$ cat config.mk
export PLATFORM = sky130hd
export DESIGN_NAME = word_serializer
export DESIGN_NICKNAME = d
export VERILOG_FILES = /design/src/rtl/word_serializer.sv
export SDC_FILE = /design/constraint.sdc
export NUM_CORES = 1
export LEC_CHECK = 0
export ABC_AREA = 1
export BUFFER_PORTS_ARGS = -buffer_cell sky130_fd_sc_hd__buf_4
export CORE_MARGIN = 3
export CORE_UTILIZATION = 45
export CTS_BUF_LIST = sky130_fd_sc_hd__clkbuf_8
export DETAILED_ROUTE_END_ITERATION = 7
export HOLD_SLACK_MARGIN = 0.05
export PLACE_DENSITY = 0.85
export RECOVER_POWER = 25
export SLEW_MARGIN = 20
export SYNTH_ARGS = -nofsm -noshare
export SYNTH_HDL_FRONTEND = slang
export SYNTH_SLANG_ARGS = --single-unit
$ cat constraint.sdc
create_clock -name clk -period 1.9 [get_ports clk]
set_input_delay 0.38 -clock clk [delete_from_list [all_inputs] [get_ports clk]]
set_output_delay 0.38 -clock clk [all_outputs]
set_load 0.01 [all_outputs]
$ cat src/rtl/word_serializer.sv
// word_serializer: accepts one 128-bit word and streams its 16 bytes (byte 0
// first) toward the UART TX path. The held word drives an external 16:1 byte
// mux. The selected byte comes back on mux_out and is forwarded on byte_out.
//
// Handshake semantics (both interfaces): a transfer happens on a rising edge
// where valid && ready are both high. A source keeps valid and its data stable
// until that edge. A sink may hold ready low for any number of cycles.
// word_ready is high only in IDLE. byte_valid is high only in SEND.
module word_serializer #(
  parameter int IDLE_GAP = 0,
  parameter int GAP_W    = 8
) (
  input  logic         clk,
  input  logic         nRst,
  input  logic [127:0] word_in,
  input  logic         word_valid,
  output logic         word_ready,
  input  logic         abort,
  output logic [127:0] mux_in,
  output logic [3:0]   mux_sel,
  input  logic [7:0]   mux_out,
  output logic [7:0]   byte_out,
  output logic         byte_valid,
  input  logic         byte_ready,
  output logic         busy,
  output logic         done
);

  typedef enum logic [1:0] {
    S_IDLE = 2'd0,
    S_SEND = 2'd1,
    S_GAP  = 2'd2
  } state_t;

  // Gap counter start value; the GAP state lasts exactly IDLE_GAP cycles.
  localparam logic [GAP_W-1:0] GAP_LOAD =
    (IDLE_GAP > 0) ? GAP_W'(IDLE_GAP - 1) : '0;
  localparam logic [GAP_W-1:0] GAP_ONE = GAP_W'(1);

  state_t             state, state_n;
  logic [127:0]       hold_q, hold_n;
  logic [3:0]         sel_q, sel_n;
  logic [GAP_W-1:0]   gap_q, gap_n;
  logic               done_q, done_n;
  logic               byte_hs;

  assign byte_hs = byte_valid && byte_ready;

  // State and datapath registers. Reset returns everything to idle at once.
  always_ff @(posedge clk or negedge nRst) begin
    if (!nRst) begin
      state  <= S_IDLE;
      hold_q <= '0;
      sel_q  <= '0;
      gap_q  <= '0;
      done_q <= 1'b0;
    end else begin
      state  <= state_n;
      hold_q <= hold_n;
      sel_q  <= sel_n;
      gap_q  <= gap_n;
      done_q <= done_n;
    end
  end

  // Next-state logic. Abort wins over a simultaneous byte handshake.
  always_comb begin
    state_n = state;
    hold_n  = hold_q;
    sel_n   = sel_q;
    gap_n   = gap_q;
    done_n  = 1'b0;
    case (state)
      S_IDLE: begin
        if (word_valid) begin
          hold_n  = word_in;
          sel_n   = 4'd0;
          state_n = S_SEND;
        end
      end
      S_SEND: begin
        if (abort) begin
          sel_n   = 4'd0;
          state_n = S_IDLE;
        end else if (byte_hs) begin
          if (sel_q == 4'd15) begin
            sel_n   = 4'd0;
            done_n  = 1'b1;
            state_n = S_IDLE;
          end else begin
            sel_n = sel_q + 4'd1;
            if (IDLE_GAP > 0) begin
              gap_n   = GAP_LOAD;
              state_n = S_GAP;
            end
          end
        end
      end
      S_GAP: begin
        if (abort) begin
          sel_n   = 4'd0;
          state_n = S_IDLE;
        end else if (gap_q == '0) begin
          state_n = S_SEND;
        end else begin
          gap_n = gap_q - GAP_ONE;
        end
      end
      default: begin
        sel_n   = 4'd0;
        state_n = S_IDLE;
      end
    endcase
  end

  // Handshake flags decode directly from state. Data comes from the hold register and the mux.
  always_comb begin
    word_ready = (state == S_IDLE);
    byte_valid = (state == S_SEND);
    busy       = (state != S_IDLE);
    mux_in     = hold_q;
    mux_sel    = sel_q;
    byte_out   = mux_out;
    done       = done_q;
  end

endmodule
# After elaboration in Yosys (flattened, before gate mapping)
# Index checks and enable logic that the tools add are counted.
[op_classes] addsub=2 multipliers=0 div=0 order_cmp=0 n_eq_ne=8 shift=0 n_mux=17 bitwise_logic=2 reduce_logical=8
[op_table] cell="$mux W4" n=5
[op_table] cell="$mux W2" n=6
[op_table] cell="$pmux W4 S3" n=1
[op_table] cell="$logic_not A8 Y1" n=1
[op_table] cell="$sub A8 B1 Y8 const B" n=1
[op_table] cell="$ne A3 B2 Y1 const B" n=2
[op_table] cell="$pmux W2 S3" n=1
[op_table] cell="$reduce_and A3 Y1" n=2
[op_table] cell="$add A4 B1 Y4 const B" n=1
[op_table] cell="$eq A4 B4 Y1 const B" n=1
[op_table] cell="$mux W1" n=4
[op_table] cell="$ne A2 B2 Y1 const B" n=2
[op_table] cell="$reduce_and A4 Y1" n=1
[op_table] cell="$ne A3 B3 Y1 const B" n=1
[op_table] cell="$eq A2 B1 Y1 const B" n=1
[op_table] cell="$eq A2 B2 Y1 const B" n=1
[op_table] cell="$logic_not A2 Y1" n=1
[op_table] cell="$not A1 Y1" n=2
[op_table] cell="$reduce_and A2 Y1" n=1
[op_table] cell="$reduce_bool A2 Y1" n=1
[op_table] cell="$logic_and A1 B1 Y1" n=1
[word_totals] ff_bits=143 latchBits=0 mem_bits_rw=0 rom_bits=0 in_bits=141 output_inout_bits=144 elab_cells=42 n_memories=0

# Longest topological paths before layout
[logic_depth] ltp_word=5 mapped_depth=6 ltp_nobuf=6

# Worst setup path before layout
# Ideal clock, no wire load.
[synth_timing] path_type="register -> output" startpoint="register state[0]" endpoint="output port word_ready" arrival_ps=857 required_time_ps=1520 setup_slack_ps=663 path_stages_with_launch=3 path_buffers=1 path_cell_list="dfrtp_1 -> inv_2 -> clkbuf_1"
[synth_via] elab_chain_cells=1
[synth_lines] item="start: declaration" line="40" rtl="state_t state, state_n;"
[synth_lines] item="start signal: assignment" line="58" rtl="state <= state_n;"
[synth_lines] item="$logic_not A2 Y1" line="118" rtl="word_ready = (state == S_IDLE);"
[synth_lines] item="end: declaration" line="17" rtl="output logic word_ready,"
# Every way passes these cells.

# Final worst setup path
# Ends and elaborated chain as after synthesis.

==> results_dict.tcl <==
set metrics [dict create \
    status "complete, no violations" \
    synth-compound-area-share_pct 0.277 \
    critPathKind "flop to output port" \
    period_share_pct 89.6 \
    grt_pass1_vias 4719 \
    syn_inst 606 \
    viasPerCell 5.07 \
    wl_met2_microns 7760 \
    drt-wirelength-per-cell_microns 15.5 \
    synth_top_cell_area_share_pct 61.8 \
    holdCritStartpoint "abort" \
    synthDistinctLibCells 15 \
    utilization_pct 68.3 \
    r2r_setup_slack_ns 0.49 \
    met1_length_microns 5960 \
    cp_top_family "flip-flops" \
    htreeDepth 4 \
    final_nets 995 \
    cts-root-buf "clkbuf_8" \
    grt_pass1_wl_microns 23700 \
    initial_core_util_pct 46.7 \
    cp_data_required_time_ns 1.52 \
    slew_headroom_pct 54.4 \
    dr_total_vias 5116 \
    critical_path_arrival_ns 1.32 \
    async_flop_share_pct 100 \
    clk_pin_slew_ns 0.07 \
    min_path_cells 2 \
    power_frac_comb_pct 32.9 \
    fin_worst_skew_ns 0.00562 \
    grt.total_usage_pct 22.8 \
    rows 39 \
    rsz0062_at_grt "no" \
    synth_xor_xnor_area_share_pct 0 \
    synth_commonest_cells "nand2_1 (271), dfrtp_1 (134), nand3_1 (133)" \
    synth_mux_area_share_pct 0 \
    cp_cell_sequence "inv_4 -> buf_4" \
    synthAdderAreaFrac_pct 0.230 \
    swShare_pct 32.8 \
    preCtsSetupSlack_ns 0.507 \
    ys.flop_type "dfrtp_1" \
    dieArea_sq_um 13400 \
    synthesis.nets 748 \
    yosysTopAreaCell "dfrtp_1" \
    yosys.area_share.simple_pct 31.7 \
    drive_gt1_share_pct 36.1 \
    pin_count 285 \
    ctsLongestPathBuffers 2 \
    synth_most_common_cell "nand2_1" \
    die_width_microns 116 \
    fillers 921 \
    seq_power_share_pct 41.7 \
    path_depth 2 \
    dp.cells 976 \
    die_h_microns 116 \
    coreArea_sq_um 11600 \
    area_growth_pct 46.1 \
    seq_area_frac_synth_pct 61.8 \
    synth_edf_count 0 \
    syn_area_per_cell_sq_um 8.96 \
    antenna_found_initial 0 \
    cp_num_buf_inv 2 \
    wl_microns 15600 \
    report.final.setup_viol 0 \
    cts_tree "done" \
    power_density_nw_per_um2 1260 \
    min_delay_worst_endpoint "done$_DFF_PN0_" \
    p_clk_share_pct 25.4 \
    start_kind "flop" \
    syn_area_sq_um 5430 \
    highest_layer "met4" \
    grt_max_degree 81 \
    timing.final.max_slew_violations 0 \
    timing.rr.end "mux_in[29]$_DFFE_PN0P_" \
    clock_latency_ns 0.43 \
    hpwl_microns 11000 \
    cts_sinks 134 \
    final-instance-count-excl-fill 1009 \
    drc 0 \
    synth.area.top_cells "dfrtp_1 (62%), nand2_1 (19%), nand3_1 (12%), buf_4 (2.8%), buf_2 (2.7%)" \
    cp-end-kind "output port" \
    switchingPower_mw 3.28 \
    leakagePower_nw 4.46 \
    layout_min_cycle_time_ns 1.70 \
    vdd_ir_drop_max_mv 0.778 \
    ctsResizeCount 0 \
    slowest_delay_ns 0.46 \
    ant_nets 0 \
    wl_met3_microns 1410 \
    drtPass1Iterations 7 \
    cts_buffers 17 \
    numPortBuffers 268 \
    slowest_stage "dfrtp_1" \
    yosysWarnings 0 \
    synth_top_family_by_area "simple AND/OR/NAND/NOR gates" \
    cp_max_fo 21 \
    finalWorstSetupSlack_ns 0.197 \
    diodes 0 \
    r2r_cells 5 \
    hp-class "input pin to flop" \
    max_freq_ghz 0.587 \
    timing.rr.start "state[0]$_DFFE_PN0P_" \
    cap_violations 0 \
    tns_ns 0 \
    grt-ovfl-total 0 \
    ys_ff_latch 134 \
    tightestPinTransition_ns 0.684 \
    drt-initial-drc-count 441 \
    intPower_mw 6.71 \
    cts_setup_buffers 0 \
    gp_congestion 0.815 \
    hold_viol 0 \
]
[state kept, by name (all words and copies together) (netlist names)]
register,count
mux_sel,4
mux_in,128
done,1
state,1
[cells by family after synthesis]
family,after synthesis
simple gates,410
flops,134
buf+inv,58
compound gates,3
fa+ha+maj,1
[worst max-delay path by stage]
stage | from | endpoint | slack, ns
floorplan | state[0]$_DFFE_PN0P_ | word_ready | 0.66
global placement | state[0]$_DFFE_PN0P_ | mux_in[24]$_DFFE_PN0P_ | 0.56
detailed placement | state[0]$_DFFE_PN0P_ | mux_in[29]$_DFFE_PN0P_ | 0.51
CTS | state[0]$_DFFE_PN0P_ | word_ready | 0.17
global route | nRst | mux_in[71]$_DFFE_PN0P_ | 0.07
finish | state[0]$_DFFE_PN0P_ | word_ready | 0.20
[per-stage QoR]
step / power, mW / instance area [sq um] / hold slack (ns)
4_1_cts: 10.1 / 7950 / 0.0976
6_report: 9.99 / 7930 / 0.128
2_1_floorplan: 5.59 / 5430 / 0.0844
3_3_place_gp: 7.42 / 7510 / 0.265
3_5_place_dp: 7.54 / 7510 / 0.267
5_1_grt: 10.6 / 7930 / 0.101
[layout make-up]
cell class	instances	area [sq um]	share of cell area (%)
Clock buffer	21	289	3.64
Clock inverter	11	146	1.85
Inverter	7	28.8	0.363
Multi-Input combinational cell	414	1750	22.1
Sequential cell	134	3350	42.3
Tap cell	143	179	2.26
Timing Repair Buffer	279	2180	27.5
[power by group through the flow]
stage	Clock (mW)	Combinational, mW	Sequential, mW
2_1_floorplan	0	1.05	4.53
3_3_place_gp	0	3.25	4.17
3_5_place_dp	0	3.34	4.20
4_1_cts	2.58	3.35	4.16
5_1_grt	2.73	3.62	4.26
6_report	2.54	3.29	4.16
[timing repair]
action                     4_1_cts  5_1_grt
hold buffers                     1        0
hold endpoints to repair        23        0
setup endpoints to repair        0        0
[layer usage]
| metal | vias up | global-route usage, % |
|---|---|---|
| met1 | 2413 | 27.8 |
| met3 | 40 | 7.42 |
| met2 | 234 | 37.1 |
| li1 | 2429 | - |
| met4 | 0 | 10.2 |
| met5 | - | 0 |
[cells in the final DEF, fill, tap and decap left out, drive strengths merged, types with 3 or more instances in the layout]
cell | netlist | final
clkbuf | 2 | 23
o21ai | 3 | 3
bufinv | 0 | 3
buf | 49 | 276
nand3 | 133 | 133
dfrtp | 134 | 134
inv | 7 | 8
nand2 | 271 | 271
clkinv | 0 | 5
Note: power is estimated with default switching activity, not from simulation.
